$ cat src/rtl/whack_pkg.sv
// Shared types, default sizes and the saturating-add helper for the whack-a-mole playfield.
package whack_pkg;

    typedef enum logic {
        IDLE = 1'b0,
        UP   = 1'b1
    } mole_state_t;

    localparam int unsigned N_MOLES_DEF = 18;
    localparam int unsigned LIFE_W_DEF  = 4;
    localparam int unsigned CNT_W_DEF   = 8;

    function automatic int unsigned sat_add(input int unsigned a, input int unsigned b,
                                            input int unsigned max_v);
        int unsigned sum;
        sum = a + b;
        return (sum > max_v) ? max_v : sum;
    endfunction

endpackage

$ cat src/rtl/mole_cell.sv
// One mole: IDLE/UP state plus lifetime countdown. Emits combinational hit/escape events.
// WHACK_PENALTY_EN adds a wrong_o event for whacks on an idle cell.
module mole_cell
    import whack_pkg::*;
#(
    parameter int unsigned LIFE_W = LIFE_W_DEF
) (
    input  logic              clk,
    input  logic              rst_n,
    input  logic              enable_i,
    input  logic              tick_i,
    input  logic              whack_i,
    input  logic              spawn_i,
    input  logic [LIFE_W-1:0] life_ticks_i,
    output logic              up_o,
    output logic              hit_o,
`ifdef WHACK_PENALTY_EN
    output logic              wrong_o,
`endif
    output logic              escape_o
);

    mole_state_t       state_q, state_d;
    logic [LIFE_W-1:0] life_q, life_d;

    always_ff @(posedge clk or negedge rst_n) begin
        if (!rst_n) begin
            state_q <= IDLE;
            life_q  <= '0;
        end else begin
            state_q <= state_d;
            life_q  <= life_d;
        end
    end

    always_comb begin
        state_d  = state_q;
        life_d   = life_q;
        hit_o    = 1'b0;
        escape_o = 1'b0;
`ifdef WHACK_PENALTY_EN
        wrong_o  = 1'b0;
`endif
        if (!enable_i) begin
            state_d = IDLE;
        end else begin
            unique case (state_q)
                IDLE: begin
`ifdef WHACK_PENALTY_EN
                    wrong_o = whack_i;
`endif
                    if (tick_i && spawn_i) begin
                        state_d = UP;
                        life_d  = (life_ticks_i == '0) ? LIFE_W'(1) : life_ticks_i;
                    end
                end
                UP: begin
                    // A hit wins over expiry on the same tick.
                    if (whack_i) begin
                        state_d = IDLE;
                        hit_o   = 1'b1;
                    end else if (tick_i) begin
                        if (life_q == LIFE_W'(1)) begin
                            state_d  = IDLE;
                            escape_o = 1'b1;
                        end else begin
                            life_d = life_q - LIFE_W'(1);
                        end
                    end
                end
            endcase
        end
    end

    assign up_o = (state_q == UP);

endmodule

$ cat src/rtl/whack_field.sv
// Whack-a-mole playfield: N mole cells, switch-toggle whack detection, saturating scores.
// Define WHACK_PENALTY_EN to count whacks on idle cells as misses.
module whack_field
    import whack_pkg::*;
#(
    parameter int unsigned N_MOLES = N_MOLES_DEF,
    parameter int unsigned LIFE_W  = LIFE_W_DEF,
    parameter int unsigned CNT_W   = CNT_W_DEF
) (
    input  logic               clk,
    input  logic               rst_n,
    input  logic               enable,
    input  logic               tick,
    input  logic [N_MOLES-1:0] switch,
    input  logic [N_MOLES-1:0] spawn,
    input  logic [LIFE_W-1:0]  life_ticks,
    output logic [N_MOLES-1:0] led,
    output logic [N_MOLES-1:0] hit_pulse,
    output logic [N_MOLES-1:0] escape_pulse,
    output logic [CNT_W-1:0]   hit_count,
    output logic [CNT_W-1:0]   miss_count
);

    localparam int unsigned CNT_MAX = (1 << CNT_W) - 1;

    logic [N_MOLES-1:0] prev_switch_q;
    logic               primed_q;
    logic [N_MOLES-1:0] whack;
    logic [N_MOLES-1:0] hit_ev, escape_ev, wrong_ev;
    logic [N_MOLES-1:0] hit_pulse_q, escape_pulse_q;
    logic [CNT_W-1:0]   hit_count_q, miss_count_q;
    int unsigned        n_hit, n_miss;

    // Switches already high when reset releases must not read as toggles.
    assign whack = primed_q ? (switch ^ prev_switch_q) : '0;

    for (genvar i = 0; i < N_MOLES; i++) begin : g_cell
        mole_cell #(
            .LIFE_W(LIFE_W)
        ) u_cell (
            .clk         (clk),
            .rst_n       (rst_n),
            .enable_i    (enable),
            .tick_i      (tick),
            .whack_i     (whack[i]),
            .spawn_i     (spawn[i]),
            .life_ticks_i(life_ticks),
            .up_o        (led[i]),
            .hit_o       (hit_ev[i]),
`ifdef WHACK_PENALTY_EN
            .wrong_o     (wrong_ev[i]),
`endif
            .escape_o    (escape_ev[i])
        );
    end

`ifndef WHACK_PENALTY_EN
    assign wrong_ev = '0;
`endif

    always_comb begin
        n_hit  = 0;
        n_miss = 0;
        for (int i = 0; i < N_MOLES; i++) begin
            n_hit  = n_hit + 32'(hit_ev[i]);
            n_miss = n_miss + 32'(escape_ev[i]) + 32'(wrong_ev[i]);
        end
    end

    always_ff @(posedge clk or negedge rst_n) begin
        if (!rst_n) begin
            prev_switch_q  <= '0;
            primed_q       <= 1'b0;
            hit_pulse_q    <= '0;
            escape_pulse_q <= '0;
            hit_count_q    <= '0;
            miss_count_q   <= '0;
        end else begin
            prev_switch_q  <= switch;
            primed_q       <= 1'b1;
            hit_pulse_q    <= hit_ev;
            escape_pulse_q <= escape_ev;
            hit_count_q    <= CNT_W'(sat_add(32'(hit_count_q), n_hit, CNT_MAX));
            miss_count_q   <= CNT_W'(sat_add(32'(miss_count_q), n_miss, CNT_MAX));
        end
    end

    assign hit_pulse    = hit_pulse_q;
    assign escape_pulse = escape_pulse_q;
    assign hit_count    = hit_count_q;
    assign miss_count   = miss_count_q;

endmodule

$ cat config.mk
export PLATFORM = sky130hd
export DESIGN_NAME = whack_field
export DESIGN_NICKNAME = d
export VERILOG_FILES = /design/src/rtl/whack_pkg.sv /design/src/rtl/mole_cell.sv /design/src/rtl/whack_field.sv
export SDC_FILE = /design/constraint.sdc
export NUM_CORES = 1
export LEC_CHECK = 0
export BUFFER_PORTS_ARGS = -buffer_cell sky130_fd_sc_hd__clkbuf_2
export CAP_MARGIN = 0
export CELL_PAD_IN_SITES_DETAIL_PLACEMENT = 1
export CELL_PAD_IN_SITES_GLOBAL_PLACEMENT = 1
export CORE_ASPECT_RATIO = 1.1
export CORE_MARGIN = 8
export CORE_UTILIZATION = 45
export DETAILED_ROUTE_END_ITERATION = 7
export GPL_ROUTABILITY_DRIVEN = 0
export PLACE_DENSITY = 0.85
export SLEW_MARGIN = 30
export SYNTH_ARGS = -nofsm -noshare
export SYNTH_HDL_FRONTEND = slang
export SYNTH_SLANG_ARGS = --single-unit
$ cat constraint.sdc
create_clock -name clk -period 5.94 [get_ports clk]
set_input_delay 0.891 -clock clk [delete_from_list [all_inputs] [get_ports clk]]
set_output_delay 0.891 -clock clk [all_outputs]
set_load 0.03 [all_outputs]
After elaboration in Yosys (flattened, before gate mapping)
Cells that the tools add are included.
{"block": "totals", "out_inout_bits": 70, "inputBits": 44, "regBits": 161, "elab_cells": 590}
{"block": "op_classes", "order_cmp": 2, "bitwise_logic": 19, "mux": 346, "eq_ne": 90, "n_reduce_logical": 37, "addsub": 54}
{"op": "$mux W4", "count": 73}
{"op": "$mux W1", "count": 234}
{"op": "$pmux W4 S2", "count": 18}
{"op": "$ne A2 B2 Y1 const B", "count": 54}
{"op": "$reduce_and A5 Y1", "count": 18}
{"op": "$eq A4 B1 Y1 const B", "count": 18}
{"op": "$sub A4 B1 Y4 const B", "count": 18}
{"op": "$add A8 B18 Y19", "count": 2}
{"op": "$gt A19 B8 Y1 const B", "count": 2}
{"op": "$add A17 B1 Y18", "count": 2}
{"op": "$ne A2 B1 Y1 const B", "count": 18}
{"op": "$pmux W1 S2", "count": 18}
{"op": "$add A16 B1 Y17", "count": 2}
{"op": "$add A15 B1 Y16", "count": 2}
{"op": "$add A14 B1 Y15", "count": 2}
{"op": "$add A13 B1 Y14", "count": 2}
{"op": "$add A12 B1 Y13", "count": 2}
{"op": "$add A11 B1 Y12", "count": 2}
{"op": "$add A10 B1 Y11", "count": 2}
{"op": "$add A9 B1 Y10", "count": 2}
{"op": "$add A8 B1 Y9", "count": 2}
{"op": "$logic_and A1 B1 Y1", "count": 18}
{"op": "$mux W18", "count": 1}
{"op": "$not A1 Y1", "count": 18}
{"op": "other kinds (10)", "count": 18}

Depth between registers and ports, before layout
Gate-level depths: netlist of run 1.
{"block": "logic_depth", "word_depth": 26, "depth_mapped": 21, "mapped_depth_nobuf": 20}

Cells and area by module
Synthesis of run 1 repeated with hierarchy kept, for this count alone.
{"block": "hier_totals", "hier_cells": 961, "area_unflattened_um2": 10451.3}
{"mod": "mole_cell at g_cell[0].u_cell ...", "area_per_inst_um2": 385.4, "seq_area_each_um2": 125.1, "instances": 17, "cells_each": 38}
{"mod": "whack_field", "area_per_inst_um2": 3510.9, "seq_area_each_um2": 1776.7, "instances": 1, "cells_each": 277}
{"mod": "mole_cell at g_cell[8].u_cell", "area_per_inst_um2": 389.1, "seq_area_each_um2": 125.1, "instances": 1, "cells_each": 38}

Least setup slack after synthesis of run 1
No wires, ideal clock.
{"block": "synth_path", "path_type": "input port to flip-flop", "startpoint": "in enable", "endpoint": "reg hit_count_q[6], in the netlist hit_count[6]", "required_ns": 5.816, "setup_ns": 0.124, "path_stages": 17, "n_path_buf": 3, "arrival_ns": 5.734, "setup_slack_ns": 0.083, "cell_sequence": "clkbuf_1 -> and2_1 -> buf_2 -> buf_4 -> nand3_1 -> fa_1 -> fa_1 -> fa_1 -> fa_1 -> fa_1 -> fa_1 -> fa_1 -> nor2b_1 -> o211ai_1 -> a21oi_1 -> o21ai_0 -> o31a_1"}
{"block": "synth_between", "elab_chain_cells": 21, "elab_cells_between_ends": 38, "cone_classes": "add/sub (18); order compare (1); mux (19)"}
{"item": "start, declared", "line_no": "whack_field.sv:12", "text": "input logic enable,"}
{"item": "$mux W1", "line_no": "mole_cell.sv:44", "text": "if (!enable_i) begin"}
{"item": "$add A1 B1 Y2", "line_no": "whack_field.sv:65", "text": "n_hit = n_hit + 32'(hit_ev[i]);"}
{"item": "$add A2 B1 Y3", "line_no": "whack_field.sv:65"}
{"item": "$add A3 B1 Y4", "line_no": "whack_field.sv:65"}
{"item": "$add A4 B1 Y5", "line_no": "whack_field.sv:65"}
{"item": "$add A5 B1 Y6", "line_no": "whack_field.sv:65"}
{"item": "$add A6 B1 Y7", "line_no": "whack_field.sv:65"}
{"item": "$add A7 B1 Y8", "line_no": "whack_field.sv:65"}
{"item": "[... 5 more ...]"}
{"item": "$add A13 B1 Y14", "line_no": "whack_field.sv:65"}
{"item": "$add A14 B1 Y15", "line_no": "whack_field.sv:65"}
{"item": "$add A15 B1 Y16", "line_no": "whack_field.sv:65"}
{"item": "$add A16 B1 Y17", "line_no": "whack_field.sv:65"}
{"item": "$add A17 B1 Y18 (*)", "line_no": "whack_field.sv:65"}
{"item": "$add A8 B18 Y19 (*)", "line_no": "whack_pkg.sv:16", "text": "sum = a + b;"}
{"item": "$gt A19 B8 Y1", "line_no": "whack_pkg.sv:17", "text": "return (sum > max_v) ? max_v : sum;"}
{"item": "$mux W8 (*)", "line_no": "whack_pkg.sv:17"}
{"item": "end signal, assigned", "line_no": "whack_field.sv:83", "text": "hit_count_q <= CNT_W'(sat_add(32'(hit_count_q), n_hit, CNT_MAX));"}
{"item": "end, declared", "line_no": "whack_field.sv:31", "text": "logic [CNT_W-1:0] hit_count_q, miss_count_q;"}
Every way passes the cells marked *; elsewhere a longest branch is shown, timed or not.
A chain may end at the register's enable or synchronous reset.

Worst setup path in the final report of run 1
{"block": "layout_path", "startpoint": "in enable", "endpoint": "reg miss_count_q[5], in the netlist miss_count[5]"}
{"block": "layout_between", "elab_chain_cells": 21, "elab_cells_between_ends": 38, "cone_classes": "add/sub (18); order compare (1); mux (19)"}
{"item": "$mux W1", "line_no": "mole_cell.sv:44"}
{"item": "$add A1 B1 Y2", "line_no": "whack_field.sv:66", "text": "n_miss = n_miss + 32'(escape_ev[i]) + 32'(wrong_ev[i]);"}
{"item": "$add A2 B1 Y3", "line_no": "whack_field.sv:66"}
{"item": "$add A3 B1 Y4", "line_no": "whack_field.sv:66"}
{"item": "$add A4 B1 Y5", "line_no": "whack_field.sv:66"}
{"item": "$add A5 B1 Y6", "line_no": "whack_field.sv:66"}
{"item": "$add A6 B1 Y7", "line_no": "whack_field.sv:66"}
{"item": "$add A7 B1 Y8", "line_no": "whack_field.sv:66"}
{"item": "[... 5 more ...]"}
{"item": "$add A13 B1 Y14", "line_no": "whack_field.sv:66"}
{"item": "$add A14 B1 Y15", "line_no": "whack_field.sv:66"}
{"item": "$add A15 B1 Y16", "line_no": "whack_field.sv:66"}
{"item": "$add A16 B1 Y17", "line_no": "whack_field.sv:66"}
{"item": "$add A17 B1 Y18 (*)", "line_no": "whack_field.sv:66"}
{"item": "$add A8 B18 Y19 (*)", "line_no": "whack_pkg.sv:16"}
{"item": "$gt A19 B8 Y1", "line_no": "whack_pkg.sv:17"}
{"item": "$mux W8 (*)", "line_no": "whack_pkg.sv:17"}
{"item": "end signal, assigned", "line_no": "whack_field.sv:84", "text": "miss_count_q <= CNT_W'(sat_add(32'(miss_count_q), n_miss, CNT_MAX));"}
{"item": "end, declared", "line_no": "whack_field.sv:31"}
Marked as above.

==> metrics, run 1 <==
number of enable flip-flop cells after synthesis 0; Mapped Avg Cell Area 9.71 um2; Pwr Total 4020 uW; Setup Skew 11.8 ps; Final Worst Setup Slack 198 ps; Net Switching 1470 uW; Final setup viols 0; Routed Antenna Nets 0; std cell rows 57; Hold Crit Class input port to asynchronous set/reset pin; CP Capture Type register; # hold bufs at CTS 0; DP HPWL 21800 um; vias in the first global route 9122; Overflow after GRT 0; commonest cells after routing, fill and taps aside dfrtp_1, nand2_1, inv_1, clkbuf_2, o21ai_0; area growth from synthesis to layout 16.3%; IO Pins 114; share of post-route cells with drive strength above 1 0.200; TritonCTS buffer count 17; dpl ws -264 ps; CTS H-tree depth 4; CP Launch Type input port; commonest non-fill, non-tap cell in the layout dfrtp_1; placed cells 1426; CP Max Fanout 6; Internal 2550 uW; pin count of the biggest net entering global routing 62; DIE AREA 0.0274 mm2; Tcrit/Tclk final 0.967; GRT Overall Usage 0.239; Netlist Area Pre-Place 0.0100 mm2; total number of yosys warnings 0; Post-CTS Setup Bufs 0; ANT cells 0; kind of critical path input port to register; Comb power frac 0.279; clk root buf clkbuf_16; CTS tree yes; Critical Path AT 6090 ps; Longest Clk Path Bufs 2; Relative slew margins 0.345; Clock Pin Slew Worst Setup and Hold Paths 70 ps; Clock power frac 0.327; Post-Syn Nets 1167; Distinct cells, synth 56; vias per cell 5.79; # port buffers 113; Final Hold Vio Count 0; share of total power in sequential cells 0.393; min cycle time layout 5740 ps; chip height 173 um; reg2reg setup slack 300 ps; Max Cap Violations 0; PD cells 344 mW/mm2; final cell count without fillers 1458; top_reg_cell synth dfrtp_1; post-synthesis sequential area ratio 0.401; first-pass GRT wire length 50800 um; P_leak 0.00570 uW; switching part of the total 0.365; Req. time, crit path 6290 ps; Initial Util 0.456; Via Count 8443; pin slew with the least headroom to its limit 982 ps; asr flop ratio synth 1.00; number of synthesized register bits 161; Slew Viols, Final 0; die width 158 um; peak supply drop 0.000203 V; fmax 174 MHz; unrepaired setup endpoints after global routing no; Clk Latency, worst-skew pair 440 ps; Final nets 1282; TritonRoute pass-1 iters 7; # DRC 0; status finished clean; Fillers 2502; Gate Count Post-Synth 1035; # clock sinks 161; final WL 31900 um; drt initial violations 655; DR WL/cell 21.9 um; initial antenna violation count 1; core outline area 0.0220 mm2
[path summary, 6_finish.rpt]
kind	start	end	cells past startpoint
max	enable	miss_count[5]	18
min	rst_n	miss_count[5]	1
max in group asynchronous	rst_n	g_cell[10].u_cell.life_q[2]	2
min in group clk	g_cell[17].u_cell.life_q[1]	g_cell[17].u_cell.life_q[1]	2
min reg2reg	g_cell[17].u_cell.life_q[1]	g_cell[17].u_cell.life_q[1]	2
max reg2reg	g_cell[10].u_cell.life_q[1]	miss_count[5]	19
[per-stage QoR]
step,hold slack [ps],setup TNS [ps],utilization,instance area (um2)
after floorplan,473,0,-,10000
after global placement,492,-85.8,0.497,11000
after detailed placement,503,-3160,0.497,11000
after CTS,454,0,0.528,11600
after global routing,472,0,0.530,11700
final,424,0,0.530,11700
[what timing repair did]
action,4_1_cts,5_1_grt
gates resized for setup,1,10
endpoints found under the setup margin,1,14
pin swaps,0,3
[per-layer routing]
metal	vias to the layer above	wire, um	track usage	share of wire
li1	3756	-	-	-
met1	4290	12700	0.288	0.40
met2	294	15900	0.392	0.50
met3	101	1820	0.0524	0.057
met4	2	1380	0.123	0.043
met5	-	13	0	0.00041
[critical path: stages]
cell and delay, ps:
clkbuf_2 100, buf_4 140, and2_2 240, nand4_1 230, fa_1 590, inv_1 50, fa_1 510, inv_1 80
fa_1 530, fa_1 470, fa_1 520, fa_1 480, fa_1 420, nor2b_2 150, o21a_1 160, o21ai_1 110
a21o_1 260, o21ai_1 150
[power groups by stage]
| stage | sequential, uW | combinational [uW] | clock (uW) |
|---|---|---|---|
| 2_1_floorplan | 1570 | 733 | 0 |
| 3_3_place_gp | 1570 | 1000 | 0 |
| 3_5_place_dp | 1580 | 1090 | 0 |
| 4_1_cts | 1570 | 1120 | 1320 |
| 5_1_grt | 1610 | 1260 | 1370 |
| 6_report | 1580 | 1120 | 1320 |
[layout make-up]
cell class                      instances  area [um2]  share of cell area
Multi-Input combinational cell        702        5290               0.452
Sequential cell                       161        4030               0.345
Timing Repair Buffer                  155         887              0.0759
Clock buffer                           18         439              0.0376
Inverter                              113         424              0.0363
Tap cell                              295         369              0.0316
Clock inverter                         14         249              0.0213
[sequential cells by signal, summed over array words and instances (netlist names)]
signal and cells:
miss_count 8, prev_switch_q 18, primed_q 1, hit_pulse 18, g_cell.u_cell.life_q 72, escape_pulse 18, hit_count 8, g_cell.u_cell.up_o 18
[kinds of logic (layout without fill, tap and decap cells)]
kind of cell             Yosys count  count (layout)  synth area share
AO/OA/AOI/OAI                    189             189             0.150
XOR/XNOR                          21              21            0.0183
adder cells (fa/ha/maj)           88              88             0.129
buffers and inverters            172             300            0.0775
flip-flops                       161             161             0.401
multiplexers                      32              32            0.0324
other                              1               1          0.000373
AND/OR/NAND/NOR                  371             371             0.192
[cell usage after synthesis (20+ instances only)]
master	instances	area, um2
dfrtp_1	161	4030
nand3_1	39	195
nand2b_1	21	131
mux2i_1	28	280
inv_1	113	424
o211ai_1	21	158
nor2b_1	42	263
nor3_1	32	160
nor2_1	40	150
o21ai_0	71	355
clkbuf_1	21	78.8
a32oi_1	20	175
nor3b_1	20	150
ha_1	62	776
buf_4	24	180
nand2_1	126	473
fa_1	26	521
Power figures use the tool's default switching activity.
==> inputs of run 2 (changes only) <==
==> constraint.sdc (replaced) <==
create_clock -name clk -period 6.2 [get_ports clk]
set_input_delay 0.93 -clock clk [delete_from_list [all_inputs] [get_ports clk]]
set_output_delay 0.93 -clock clk [all_outputs]
set_load 0.03 [all_outputs]
==> run 2 against run 1 <==
  * Register-to-register slack improved by 20 ps
  * Highest routed layer is now met4
  * Critical path type unchanged
  * Critical path depth fell by 1
  * Final cell count fell by 1.2%
  * First-iteration DRC count fell by 33%
  * Critical endpoint is now hit_count[2]
  * Sequential power fell by 4%
==> metrics, run 2 (synthesis gave the netlist of run 1 again) <==
status finished clean; Req. time, crit path 6560 ps; std cell rows 57; worst stage delay on the critical path 580 ps; # DRC 0; vias in the first global route 8993; CP Launch Type input port; GRT Overall Usage 0.230; Routed Antenna Nets 0; PD cells 316 mW/mm2; drt initial violations 436; pin count of the biggest net entering global routing 91; final cell count without fillers 1440; Reg with most FFs g_cell.u_cell.life_q; most used cell, CP fa_1; # port buffers 113; peak supply drop 0.000181 V; core outline area 0.0220 mm2; Setup Skew 10.0 ps; fmax 168 MHz; Via Count 8180; Final nets 1264; TritonRoute pass-1 iters 5; CP Capture Type register; Final Hold Vio Count 0; placed cells 1408; share of post-route cells with drive strength above 1 0.182; unrepaired setup endpoints after global routing no; initial antenna violation count 0; # clock sinks 161; ANT cells 0; Slew Viols, Final 0; Overflow after GRT 0; Clk Latency, worst-skew pair 440 ps; Clock Pin Slew Worst Setup and Hold Paths 70 ps; clk root buf clkbuf_16; Critical Path AT 6320 ps; first-pass GRT wire length 49000 um; Reg area 0.00403 mm2; DR WL/cell 21.3 um; P_leak 0.00554 uW; IO Pins 114; crit-path cells clkbuf_2 -> and2_1 -> buf_4 -> and3_1 -> inv_1 -> fa_1 -> fa_1 -> fa_1 -> fa_1 -> fa_1 -> fa_1 -> fa_1 -> nor2b_1 -> o211ai_1 -> a21oi_1 -> o211ai_2 -> o21ai_0; min cycle time layout 5960 ps; CTS tree yes; pin slew with the least headroom to its limit 933 ps; die width 158 um; DP HPWL 21500 um; commonest cells after routing, fill and taps aside dfrtp_1, nand2_1, inv_1, clkbuf_2, o21ai_0; Max Cap Violations 0; commonest non-fill, non-tap cell in the layout dfrtp_1; area growth from synthesis to layout 13.2%; final core occ 0.516; vias per cell 5.68; slowest CP cell fa_1; chip height 173 um; final WL 30700 um; Initial Util 0.456; multi-input logic area 0.00524 mm2; Hold Crit Class register to register; Longest Clk Path Bufs 2; Post-CTS Setup Bufs 0; TritonCTS buffer count 17; kind of critical path input port to register; Final setup viols 0; Tcrit/Tclk final 0.960; DIE AREA 0.0274 mm2; CP Max Fanout 7; Fillers 2488; CTS H-tree depth 4; Relative slew margins 0.378; max reg flops 72
## run 2: cell type report
type | instances | area share
clock buffer | 17 | 0.0374
clock inverter | 15 | 0.0113
inverter | 113 | 0.0373
multi-input combinational | 702 | 0.461
sequential | 161 | 0.354
tap | 295 | 0.0324
timing repair buffer | 137 | 0.0664
## run 2: metrics by stage
step	TNS [ps]	cell area (um2)	hold slack [ps]	setup slack [ps]	power, uW
finish	0	11400	525	245	3600
global route	0	11400	562	38.4	3800
CTS	0	11400	532	220	3610
detailed placement	-191	10800	507	-46.3	2550
global placement	0	10800	491	158	2470
floorplan	0	10000	473	304	2200
## run 2: worst max-delay path, delay by kind of cell
family,cells,cell delay [ps]
AO/OA/AOI/OAI,4,780
adder cells (fa/ha/maj),7,3560
buffers and inverters,3,420
AND/OR/NAND/NOR,3,610
## run 2: metal layers
layer | vias up | share of wire | GRT usage
met5 | - | 0 | 0
li1 | 3730 | - | -
met2 | 251 | 0.51 | 0.391
met3 | 99 | 0.046 | 0.0384
met4 | 0 | 0.043 | 0.119
met1 | 4100 | 0.40 | 0.274
## run 2: path summary, 6_finish.rpt
kind | end | slack [ps] | depth (start not counted) | start
worst max-delay path | hit_count[2] | 240 | 17 | enable
worst min-delay path | g_cell[12].u_cell.life_q[1] | 530 | 2 | g_cell[12].u_cell.life_q[1]
worst max register to register | hit_count[2] | 320 | 16 | primed_q
worst min register to register | g_cell[12].u_cell.life_q[1] | 530 | 2 | g_cell[12].u_cell.life_q[1]
max in group asynchronous | g_cell[11].u_cell.up_o | 4510 | 2 | rst_n
min in group asynchronous | g_cell[3].u_cell.life_q[2] | 540 | 1 | rst_n
## run 2: power by group
group	internal [uW]	leakage, uW	switching (uW)
combinational	411	0.00324	656
clock	523	0.000268	491
sequential	1260	0.00203	259
## run 2: timing repair
action / in CTS / in global routing
setup endpoints to repair: 0 / 7
gates resized for setup: 0 / 1
hold buffers: 0 / 0
==> inputs of run 3 (changes only) <==
--- a/config.mk
+++ b/config.mk
@@ -5,7 +5,7 @@
 export SDC_FILE = /design/constraint.sdc
 export NUM_CORES = 1
 export LEC_CHECK = 0
-export BUFFER_PORTS_ARGS = -buffer_cell sky130_fd_sc_hd__clkbuf_2
+export BUFFER_PORTS_ARGS = -buffer_cell sky130_fd_sc_hd__buf_2
 export CAP_MARGIN = 0
 export CELL_PAD_IN_SITES_DETAIL_PLACEMENT = 1
 export CELL_PAD_IN_SITES_GLOBAL_PLACEMENT = 1
==> run 3 against run 2 <==
  * Worst setup slack improved by 120 ps
  * Fmax rose by 2.1%
  * Sequential power barely moved
  * Combinational power barely moved
  * Count of clock-buffer cells in the layout rose by 3
  * Die area did not move
  * Routed wire length fell by 3.0%
  * Sequential share of layout area fell by 0.093 points
  * Core utilization rose by 0.12 points
  * Via count fell by 0.43%
  * Global-route usage fell by 0.64 points
  * Critical path type unchanged
  * Largest cell class unchanged
  * Highest routed layer is now met5
==> metrics, run 3 (synthesis gave the netlist of run 1 again) <==
Overflow after GRT 0; first-pass GRT wire length 48000 um; TritonCTS buffer count 17; # DRC 0; DP HPWL 21300 um; global routing usage on met2 0.378; dpl ws -39.8 ps; peak supply drop 0.000184 V; slowest CP cell fa_1; std cell rows 57; hold depth 2; min cycle time layout 5830 ps; core outline area 0.0220 mm2; Final nets 1262; CP Launch Type input port; pin slew with the least headroom to its limit 897 ps; Final setup viols 0; Critical Path AT 6180 ps; # clock sinks 161; GRT Overall Usage 0.224; grt met3 use 0.0409; Req. time, crit path 6540 ps; final WL 29800 um; pin count of the biggest net entering global routing 104; vias in the first global route 8973; Final Hold Vio Count 0; instance count on the critical path 20; share of post-route cells with drive strength above 1 0.179; crit-path cells buf_2 -> xor2_1 -> nand2_1 -> nand2_1 -> nor3_1 -> inv_1 -> fa_1 -> inv_1 -> fa_1 -> inv_1 -> fa_1 -> fa_1 -> fa_1 -> fa_1 -> fa_1 -> nor2b_1 -> o21a_1 -> o21ai_0 -> a21o_1 -> o21ai_0; Routed Antenna Nets 0; CTS H-tree depth 4; fmax 171 MHz; Fillers 2517; most used cell, CP fa_1; CP Max Fanout 6; Tcrit/Tclk final 0.941; IO Pins 114; Hold Crit Class register to register; clk root buf clkbuf_16; area growth from synthesis to layout 13.5%; unrepaired setup endpoints after global routing no; vias per cell 5.67; CP Capture Type register; status finished clean; busiest grt layer met2; CTS tree yes; kind of critical path input port to register; die width 158 um; Setup Skew 10.3 ps; initial antenna violation count 1; Max Cap Violations 0; Slew Viols, Final 0; DIE AREA 0.0274 mm2; ANT cells 0; Post-Layout Inst Area 0.0114 mm2; Relative slew margins 0.402; WP buf/inv 4; worst stage delay on the critical path 530 ps; Clk Latency, worst-skew pair 430 ps; Final Worst Setup Slack 366 ps; # port buffers 113; FF-to-FF path depth 19; # hold bufs at CTS 0; commonest non-fill, non-tap cell in the layout dfrtp_1; max reg flops 72; Post-CTS Setup Bufs 0; Clock Pin Slew Worst Setup and Hold Paths 70 ps; Via Count 8145; chip height 173 um; Longest Clk Path Bufs 2; Reg with most FFs g_cell.u_cell.life_q; Initial Util 0.456; DR WL/cell 20.7 um; P_leak 0.00559 uW; TritonRoute pass-1 iters 5; # resized after CTS 0; met1 global-route usage 0.274; drt initial violations 596; Area after DPL 0.0108 mm2; CP delay by family, top adder cells; commonest cells after routing, fill and taps aside dfrtp_1, nand2_1, inv_1, buf_2, o21ai_0; PD cells 320 mW/mm2
## run 3: changes by cell type in the layout (fill, tap and decap cells not counted), moves of 2 or more
cell and change:
buf_2 +112, buf_6 -2, bufinv_16 +2, clkbuf_2 -112
clkbuf_8 +3, clkinv_4 -3, inv_6 -4
## run 3: worst reg2reg max path, delay by kind of cell, from the launching register on
| family | cells | cell delay, ps |
|---|---|---|
| AND/OR/NAND/NOR | 4 | 680 |
| AO/OA/AOI/OAI | 4 | 670 |
| adder cells (fa/ha/maj) | 7 | 3350 |
| flip-flops | 1 | 490 |
| buffers and inverters | 4 | 450 |
## run 3: area by class of cell
type,instances,area [um2],area share
Clock buffer,20,467,0.0409
Clock inverter,11,130,0.0114
Inverter,113,424,0.0372
Multi-Input combinational cell,702,5240,0.460
Sequential cell,161,4030,0.353
Tap cell,295,369,0.0324
Timing Repair Buffer,135,741,0.0650
## run 3: per-stage QoR
step	power, uW	hold WS, ps	utilization	setup TNS, ps	instances
finish	3650	514	0.517	0	1437
CTS	3670	520	0.517	0	1437
detailed placement	2550	505	0.490	-139	1406
floorplan	2200	473	-	0	1035
global route	3860	550	0.517	0	1437
global placement	2470	489	0.490	0	1406
## run 3: path summary, 6_finish.rpt
kind	start	end	slack (ps)
setup / recovery	switch[10]	miss_count[2]	370
hold / removal	g_cell[3].u_cell.life_q[1]	g_cell[3].u_cell.life_q[1]	510
setup reg to reg	primed_q	miss_count[2]	480
hold reg to reg	g_cell[3].u_cell.life_q[1]	g_cell[3].u_cell.life_q[1]	510
max in group asynchronous	rst_n	hit_pulse[2]	4380
min in group asynchronous	rst_n	prev_switch_q[3]	530
## run 3: layer usage
layer | up-vias | part of all wire
met4 | 2 | 0.034
li1 | 3720 | -
met3 | 65 | 0.044
met2 | 188 | 0.51
met5 | - | 0.00044
met1 | 4170 | 0.41
## run 3: report_power, final
part	switching (uW)	internal, uW
combinational	634	407
sequential	256	1260
clock	465	627
